**config.mk**
```make
export PLATFORM = sky130hd
export DESIGN_NAME = seq_collector
export DESIGN_NICKNAME = d
export VERILOG_FILES = /design/src/rtl/seq_pkg.sv /design/src/rtl/seq_fifo.sv /design/src/rtl/seq_collector.sv
export SDC_FILE = /design/constraint.sdc
export NUM_CORES = 1
export LEC_CHECK = 0
export CORE_ASPECT_RATIO = 0.75
export CORE_UTILIZATION = 57
export DETAILED_ROUTE_END_ITERATION = 8
export HOLD_SLACK_MARGIN = 0.1
export MAX_ROUTING_LAYER = met4
export PLACE_DENSITY_LB_ADDON = 0.08
export SLEW_MARGIN = 40
export SYNTH_ARGS = -nofsm -noshare
export SYNTH_HDL_FRONTEND = slang
export SYNTH_SLANG_ARGS = --single-unit
```
**constraint.sdc**
```tcl
create_clock -name CLK -period 6.53 [get_ports CLK]
set_input_delay 1.306 -clock CLK [delete_from_list [all_inputs] [get_ports CLK]]
set_output_delay 1.306 -clock CLK [all_outputs]
set_load 0.02 [all_outputs]
```
**src/rtl/seq_pkg.sv**
```systemverilog
// Shared types and constants for the sequence collector and its FIFO.
package seq_pkg;

    localparam int DATA_W    = 32;
    localparam int DEF_DEPTH = 4;
    localparam int DEF_CNT_W = 8;

    typedef enum logic [1:0] {
        ST_IDLE,
        ST_START,
        ST_STREAM
    } state_e;

endpackage

```
**src/rtl/seq_fifo.sv**
```systemverilog
// Small synchronous FIFO with a registered occupancy count; head reads 0 when empty.
module seq_fifo
    import seq_pkg::*;
#(
    parameter int DEPTH = DEF_DEPTH,
    parameter int WIDTH = DATA_W
) (
    input  logic             CLK,
    input  logic             RST_N,
    input  logic             push,
    input  logic [WIDTH-1:0] push_data,
    input  logic             pop,
    output logic [WIDTH-1:0] head,
    output logic             full,
    output logic             empty
);

    localparam int PTR_W = $clog2(DEPTH);
    localparam int OCC_W = PTR_W + 1;
    localparam logic [OCC_W-1:0] FULL_CNT = OCC_W'(DEPTH);

    logic [WIDTH-1:0] mem [DEPTH];
    logic [PTR_W-1:0] wr_ptr;
    logic [PTR_W-1:0] rd_ptr;
    logic [OCC_W-1:0] count;
    logic             do_push;
    logic             do_pop;

    // Full/empty come from the registered count, so a pop never frees a slot for a same-cycle push.
    assign full    = (count == FULL_CNT);
    assign empty   = (count == '0);
    assign do_push = push && !full;
    assign do_pop  = pop && !empty;
    assign head    = empty ? '0 : mem[rd_ptr];

    always_ff @(posedge CLK) begin
        if (!RST_N) begin
            wr_ptr <= '0;
            rd_ptr <= '0;
            count  <= '0;
        end else begin
            if (do_push) wr_ptr <= wr_ptr + PTR_W'(1);
            if (do_pop)  rd_ptr <= rd_ptr + PTR_W'(1);
            if (do_push && !do_pop)      count <= count + OCC_W'(1);
            else if (do_pop && !do_push) count <= count - OCC_W'(1);
        end
    end

    // NOTE: storage is deliberately not reset; the count alone decides which entries are valid.
    always_ff @(posedge CLK) begin
        if (do_push) mem[wr_ptr] <= push_data;
    end

endmodule

```
**src/rtl/seq_collector.sv**
```systemverilog
// Drives the start/next generator, buffers returned samples and keeps their running sum.
module seq_collector
    import seq_pkg::*;
#(
    parameter int DEPTH = DEF_DEPTH,
    parameter int CNT_W = DEF_CNT_W
) (
    input  logic              CLK,
    input  logic              RST_N,
    input  logic              EN_run,
    input  logic [CNT_W-1:0]  run_count,
    input  logic [DATA_W-1:0] run_k,
    output logic              RDY_run,
    output logic              up_EN_start,
    input  logic              up_RDY_start,
    output logic [DATA_W-1:0] up_next_k,
    output logic              up_EN_next,
    input  logic [DATA_W-1:0] up_next,
    input  logic              up_RDY_next,
    input  logic              EN_get,
    output logic [DATA_W-1:0] get,
    output logic              RDY_get,
    output logic [DATA_W-1:0] sum,
    output logic              busy
);

    state_e            state;
    state_e            next_state;
    logic [CNT_W-1:0]  remaining;
    logic [DATA_W-1:0] k_q;
    logic              fifo_full;
    logic              fifo_empty;
    logic              accept_run;

    assign RDY_run    = (state == ST_IDLE);
    assign busy       = !RDY_run;
    assign up_next_k  = k_q;
    assign RDY_get    = !fifo_empty;
    assign accept_run = RDY_run && EN_run && (run_count != '0);

    // NOTE: every output of this block gets a default first so no path can infer a latch.
    always_comb begin
        next_state  = state;
        up_EN_start = 1'b0;
        up_EN_next  = 1'b0;
        case (state)
            ST_IDLE: begin
                if (accept_run) next_state = ST_START;
            end
            ST_START: begin
                up_EN_start = up_RDY_start;
                if (up_RDY_start) next_state = ST_STREAM;
            end
            ST_STREAM: begin
                up_EN_next = up_RDY_next && !fifo_full;
                if (up_EN_next && remaining == CNT_W'(1)) next_state = ST_IDLE;
            end
            default: next_state = ST_IDLE;
        endcase
    end

    // NOTE: sequential state uses non-blocking assignments so all registers update from pre-edge values.
    always_ff @(posedge CLK) begin
        if (!RST_N) begin
            state     <= ST_IDLE;
            remaining <= '0;
            k_q       <= '0;
            sum       <= '0;
        end else begin
            state <= next_state;
            if (accept_run) begin
                remaining <= run_count;
                k_q       <= run_k;
                sum       <= '0;
            end
            if (up_EN_next) begin
                remaining <= remaining - CNT_W'(1);
                sum       <= sum + up_next;
            end
        end
    end

    seq_fifo #(
        .DEPTH (DEPTH),
        .WIDTH (DATA_W)
    ) u_fifo (
        .CLK       (CLK),
        .RST_N     (RST_N),
        .push      (up_EN_next),
        .push_data (up_next),
        .pop       (EN_get),
        .head      (get),
        .full      (fifo_full),
        .empty     (fifo_empty)
    );

endmodule

```
==> results of run 1 <==
[layer usage]
metal	up-vias	GRT usage, %	part of all wire, %
met5	-	-	0
li1	3353	-	-
met3	42	5.01	7.4
met4	0	6.60	1.8
met1	3579	38.5	44
met2	318	44.8	47
[state kept, by name, indices dropped and copies added, names as in the netlist, named ones only]
register       flops
u_fifo.wr_ptr      2
u_fifo.count       3
state              2
u_fifo.mem       128
up_next_k         32
sum               32
u_fifo.rd_ptr      2
remaining          8
[cells in the final DEF (no fill, tap or decap), types with 3 or more instances in the layout]
cell type	count
o21ai_0	41
a31oi_1	8
nor2_1	19
a21oi_1	26
mux4_2	32
clkdlybuf4s50_1	177
xor2_1	14
inv_1	20
dfxtp_1	82
and3_1	5
clkbuf_8	3
nor2b_1	5
o211ai_1	7
clkbuf_16	22
o21a_1	4
a21boi_0	45
ha_1	38
and2_1	54
edfxtp_1	128
nand4_1	3
clkinv_2	6
o21bai_1	5
nor3_1	8
o31ai_1	4
or3_1	5
nor4_1	4
a21o_1	13
buf_4	10
and4_1	3
nand2_1	106
o221ai_1	4
a211oi_1	4
xnor2_1	20
nand3_1	26
[path summary, 6_finish.rpt]
path | start | endpoint
setup / recovery | register | get[24]
hold / removal | up_next_k[17]$_SDFFE_PN0P_ | up_next_k[17]$_SDFFE_PN0P_
setup reg to reg | sum[0]$_SDFFE_PN0P_ | sum[26]$_SDFFE_PN0P_
hold reg to reg | up_next_k[17]$_SDFFE_PN0P_ | up_next_k[17]$_SDFFE_PN0P_
[cells by family (layout without fill, tap and decap cells)]
logic type               Yosys count  count (layout)  share of synthesized area (%)
AND/OR/NAND/NOR                  252             252                           12.6
flip-flops                       211             211                           56.1
AO/OA/AOI/OAI                    185             185                           13.1
buffers and inverters             61             246                           2.36
adder cells (fa/ha/maj)           40              40                           5.25
XOR/XNOR                          34              34                           3.03
multiplexers                      34              34                           7.56
[power groups by stage]
| stage | registers [µW] | logic (µW) | clock network [µW] |
|---|---|---|---|
| after floorplan | 1530 | 616 | 0 |
| after global placement | 1540 | 1040 | 0 |
| after detailed placement | 1540 | 1060 | 0 |
| after CTS | 1520 | 1080 | 1250 |
| after global routing | 1520 | 1140 | 1300 |
| final | 1510 | 1070 | 1230 |
[through the flow]
stage | hold WS (ns) | total power [µW] | instance area, µm² | setup slack, ns
finish | 0.465 | 3810 | 12500 | 2.26
detailed placement | 0.460 | 2610 | 11800 | 1.99
global placement | 0.448 | 2580 | 11800 | 2.05
floorplan | 0.427 | 2140 | 9810 | 2.89
CTS | 0.469 | 3840 | 12500 | 2.17
global route | 0.481 | 3960 | 12500 | 2.07
[cell usage after synthesis (all sizes together), types with 4 or more instances]
library cell  number  area share (%)
a211oi             4            0.31
a21boi            45             3.4
a21o              13            0.99
a21oi             26             1.3
a31oi              9            0.73
and2              55             3.5
and3               6            0.40
buf                5            0.20
clkbuf            36             1.4
dfxtp             83              17
edfxtp           128              39
ha                38             4.8
inv               20            0.77
mux4              32             7.3
nand2            106             4.1
nand3             27             1.4
nor2              20            0.77
nor2b              5            0.32
nor3               8            0.41
nor4               4            0.25
o211ai             7            0.54
o21a               4            0.31
o21ai             43             2.2
o21bai             5            0.38
o221ai             4            0.36
o31ai              4            0.31
or3                6            0.38
xnor2             20             1.8
xor2              14             1.2
[worst max-delay path: stages, from the launching register on]
cell and delay, ns:
dfxtp_2 0.71, buf_4 0.45, mux4_2 0.57, and2_1 0.18, clkdlybuf4s50_1 0.54
[cell type report]
| cell class | count | area [µm²] | area share (%) |
|---|---|---|---|
| inverter | 20 | 75.1 | 0.601 |
| tap | 215 | 269 | 2.15 |
| multi-input combinational | 545 | 4080 | 32.7 |
| clock inverter | 11 | 106 | 0.851 |
| timing repair buffer | 188 | 1850 | 14.8 |
| sequential | 211 | 5510 | 44.1 |
| clock buffer | 27 | 599 | 4.80 |
==> results.py, run 1 <==
metrics = {
    "outcome": {
        "status": "finished, final reports clean",
    },
    "power_and_ir_drop": {
        "power_frac_comb_pct": 28.0,
        "p_switching_uw": 1110,
        "swShare_pct": 29.0,
        "pwr-share-seq_pct": 39.7,
        "p_int_uw": 2710,
        "ir_drop_v": 0.000203,
        "leakage_uw": 0.00451,
        "clock_power_share_pct": 32.3,
        "power.density_nw_per_um2": 305,
    },
    "timing": {
        "hold_viol": 0,
        "fmax_ghz": 0.234,
        "tightest_slew_ns": 0.758,
        "setup_tns_ns": 0,
        "finalMaxSlewViolations": 0,
        "max_slew_margin_pct": 49.5,
        "finalCritPeriodShare_pct": 65.4,
        "finalSetupViolations": 0,
        "fin_skew_ns": 0.0173,
        "rsz0062_at_grt": "no",
        "fin_crit_ns": 4.27,
    },
    "grt": {
        "grt_pass1_vias": 7119,
        "overflow": 0,
        "grt_first_pass_wirelength_um": 38000,
        "groute.usage.overall_pct": 28.3,
        "grt_max_degree": 73,
        "antenna_found_initial": 0,
    },
    "final_layout": {
        "syn_to_final_growth_pct": 27.3,
        "num_antenna_cells": 0,
        "final_cells": 1217,
        "layout-drive-gt1-share_pct": 9.18,
        "final_nets": 1105,
        "fillers": 1136,
        "final_core_util_pct": 74.2,
    },
    "die": {
        "dieArea_um2": 17700,
        "io_pins": 179,
        "die_w_um": 154,
        "start_util_pct": 58.3,
        "fp.coreArea_um2": 16800,
        "die_h_um": 116,
        "num_rows": 41,
    },
    "setup_path": {
        "reg2reg_slack_ns": 3.37,
        "criticalPathCategory": "register to output pin",
        "path_max_fanout": 18,
        "cp_data_required_time_ns": 5.22,
        "endpoint_kind": "output pin",
        "crit_path_start_kind": "register",
        "critPathArrivalTime_ns": 2.97,
        "worstRegToRegCells": 11,
    },
    "yosys": {
        "netlist_area_um2": 9810,
        "synth_edf_count": 128,
        "synth_nets": 935,
        "synthFlopType": "edfxtp_1",
        "async_reset_ff_share_pct": 0,
        "synth_cell_types": 65,
        "ys_seq_area_share_pct": 56.1,
        "ys_ff_latch": 211,
        "yosys_warnings": 0,
        "netlist_instances": 817,
        "avgSynthCellArea_um2": 12.0,
    },
    "clocking": {
        "cts_setup_buffers": 0,
        "cts_tree": "done",
        "clk_pin_slew_ns": 0.06,
        "cts_sinks": 211,
        "htreeDepth": 1,
        "cts_made_buffers": 21,
        "cts_root_buffer": "clkbuf_16",
        "insertion_delay_ns": 0.51,
        "clockBufferDepth": 3,
        "cts.repair.resized": 0,
        "cts_hold_buf": 0,
    },
    "job": {
        "max_cap_viol_count": 0,
    },
    "detailed_routing": {
        "wire_per_inst_um": 19.8,
        "drt_iter0_drc": 467,
        "dr.pass1.iters": 4,
        "ant_nets": 0,
        "vias": 7292,
        "viasPerCell": 5.99,
        "wirelength_um": 24100,
        "drc_errors": 0,
    },
    "placement": {
        "place_hpwl_um": 16500,
        "io_buffers": 178,
        "routabilityCongestion": 0.933,
        "placed_cells": 1179,
    },
    "worst_hold_path": {
        "hold_depth": 2,
        "hold_path_class": "register to register",
    },
}
Note: power is estimated with default switching activity, not from simulation.
==> run 2: changes to the inputs <==
CORE_UTILIZATION = 48   (was 57)
clock period = 3.9 ns   (was 6.53 ns; I/O delays follow)
==> run 2 against run 1 <==
Against the previous run:
- power up 63%
- register-to-register slack lost 2.5 ns
- combinational power is 69% higher
- final cell count up 4.0%
- via count down 3.9%
- clock power grew 55%
- critical path depth is 8 higher
- flip-flop and latch count unchanged
==> results.py, run 2 (synthesis gave the netlist of run 1 again) <==
metrics = {
    "outcome": {
        "status": "finished, final reports clean",
    },
    "detailed_routing": {
        "ant_nets": 0,
        "drc_errors": 0,
        "drt_iter0_drc": 431,
        "dr.pass1.iters": 4,
        "viasPerCell": 5.53,
        "wirelength_um": 23000,
        "wire_per_inst_um": 18.2,
        "vias": 7004,
    },
    "clocking": {
        "cts_hold_buf": 0,
        "cts_sinks": 211,
        "cts_root_buffer": "clkbuf_16",
        "clockBufferDepth": 3,
        "cts.repair.resized": 0,
        "cts_made_buffers": 21,
        "cts_setup_buffers": 0,
        "insertion_delay_ns": 0.49,
        "htreeDepth": 1,
        "clk_pin_slew_ns": 0.06,
        "cts_tree": "done",
    },
    "grt": {
        "groute.usage.overall_pct": 23.1,
        "antenna_found_initial": 0,
        "grt_first_pass_wirelength_um": 37000,
        "grt_pass1_vias": 6846,
        "overflow": 0,
        "grt_max_degree": 62,
    },
    "die": {
        "die_w_um": 167,
        "dieArea_um2": 21000,
        "start_util_pct": 49.8,
        "io_pins": 179,
        "num_rows": 44,
        "fp.coreArea_um2": 19700,
        "die_h_um": 126,
    },
    "final_layout": {
        "final_nets": 1117,
        "syn_to_final_growth_pct": 28.1,
        "largest_register_ffs": 128,
        "layout-drive-gt1-share_pct": 9.87,
        "num_antenna_cells": 0,
        "fillers": 1577,
        "layout_commonest_cell": "clkdlybuf4s50_1",
        "top_register": "u_fifo.mem",
        "final_cell_mix": "clkdlybuf4s50_1 (177), edfxtp_1 (128), nand2_1 (106)",
        "finalInstanceArea_um2": 12600,
    },
    "timing": {
        "finalCritPeriodShare_pct": 89.2,
        "max_slew_margin_pct": 54.1,
        "rsz0062_at_grt": "no",
        "fin_crit_ns": 3.48,
        "hold_viol": 0,
        "fmax_ghz": 0.288,
        "tightest_slew_ns": 0.689,
        "fin_skew_ns": 0.00907,
        "finalMaxSlewViolations": 0,
        "finalSetupViolations": 0,
        "setup_tns_ns": 0,
    },
    "setup_path": {
        "critical_path.max_stage_delay_ns": 0.56,
        "critPathArrivalTime_ns": 3.86,
        "crit_chain": "clkdlybuf4s50_1 -> ha_1 -> inv_1 -> fa_1 -> nor2b_1 -> o31a_1 -> o211ai_1 -> a21o_1 -> o31ai_1 -> a21oi_1 -> xnor2_1 -> a32o_1",
        "cp_data_required_time_ns": 4.28,
        "endpoint_kind": "register",
        "path_max_fanout": 5,
        "crit_path_start_kind": "primary input",
        "criticalPathCategory": "primary input to register",
        "worst_path_max_delay_cell": "clkdlybuf4s50_1",
        "reg2reg_slack_ns": 0.91,
    },
    "power_and_ir_drop": {
        "power.density_nw_per_um2": 494,
        "leakage_uw": 0.00452,
        "ir_drop_v": 0.000267,
    },
    "job": {
        "max_cap_viol_count": 0,
    },
    "placement": {
        "io_buffers": 178,
        "placed_cell_area_um2": 11900,
        "place_hpwl_um": 15900,
        "routabilityCongestion": 0.923,
    },
    "worst_hold_path": {
        "hold_path_class": "register to register",
    },
}
## run 2: per-layer routing
layer	GRT usage, %	part of all wire [%]	vias up
met1	33.9	49	3359
met5	-	0	-
met4	3.76	1.4	0
met3	4.37	6.9	30
met2	33.6	43	221
li1	-	-	3394
## run 2: final timing paths
path	startpoint	to	cells after the start
min reg2reg	remaining[7]$_SDFFE_PN0P_	remaining[7]$_SDFFE_PN0P_	1
max	up_next[0]	sum[26]$_SDFFE_PN0P_	12
max reg2reg	sum[0]$_SDFFE_PN0P_	sum[26]$_SDFFE_PN0P_	11
min	remaining[7]$_SDFFE_PN0P_	remaining[7]$_SDFFE_PN0P_	1
## run 2: layout make-up
| cell class | instances | area, µm² | share of cell area [%] |
|---|---|---|---|
| Multi-Input combinational cell | 545 | 4080 | 32.5 |
| Clock buffer | 27 | 558 | 4.44 |
| Tap cell | 253 | 317 | 2.52 |
| Timing Repair Buffer | 200 | 1940 | 15.5 |
| Sequential cell | 211 | 5510 | 43.8 |
| Inverter | 20 | 75.1 | 0.597 |
| Clock inverter | 10 | 87.6 | 0.697 |
## run 2: through the flow
stage	util, %	power (µW)	setup WS [ns]	hold slack, ns	std cells
5_1_grt	63.8	6480	0.374	0.477	1266
2_1_floorplan	-	3590	0.926	0.427	817
3_5_place_dp	60.5	4360	0.0305	0.450	1229
3_3_place_gp	60.5	4350	0.0331	0.447	1229
4_1_cts	63.8	6280	0.506	0.460	1266
6_report	63.8	6200	0.422	0.457	1266
## run 2: power by group
group / internal, µW / leakage, µW / switching (µW)
combinational: 893 / 0.00239 / 919
clock: 1080 / 0.000304 / 827
sequential: 2430 / 0.00183 / 47.4
## run 2: critical path: cells and delay by family
kind,cells,cell delay (ns)
compound gates,6,1.50
xor+xnor,1,0.16
fa+ha+maj,2,0.62
buf+inv,2,0.62
simple gates,1,0.18
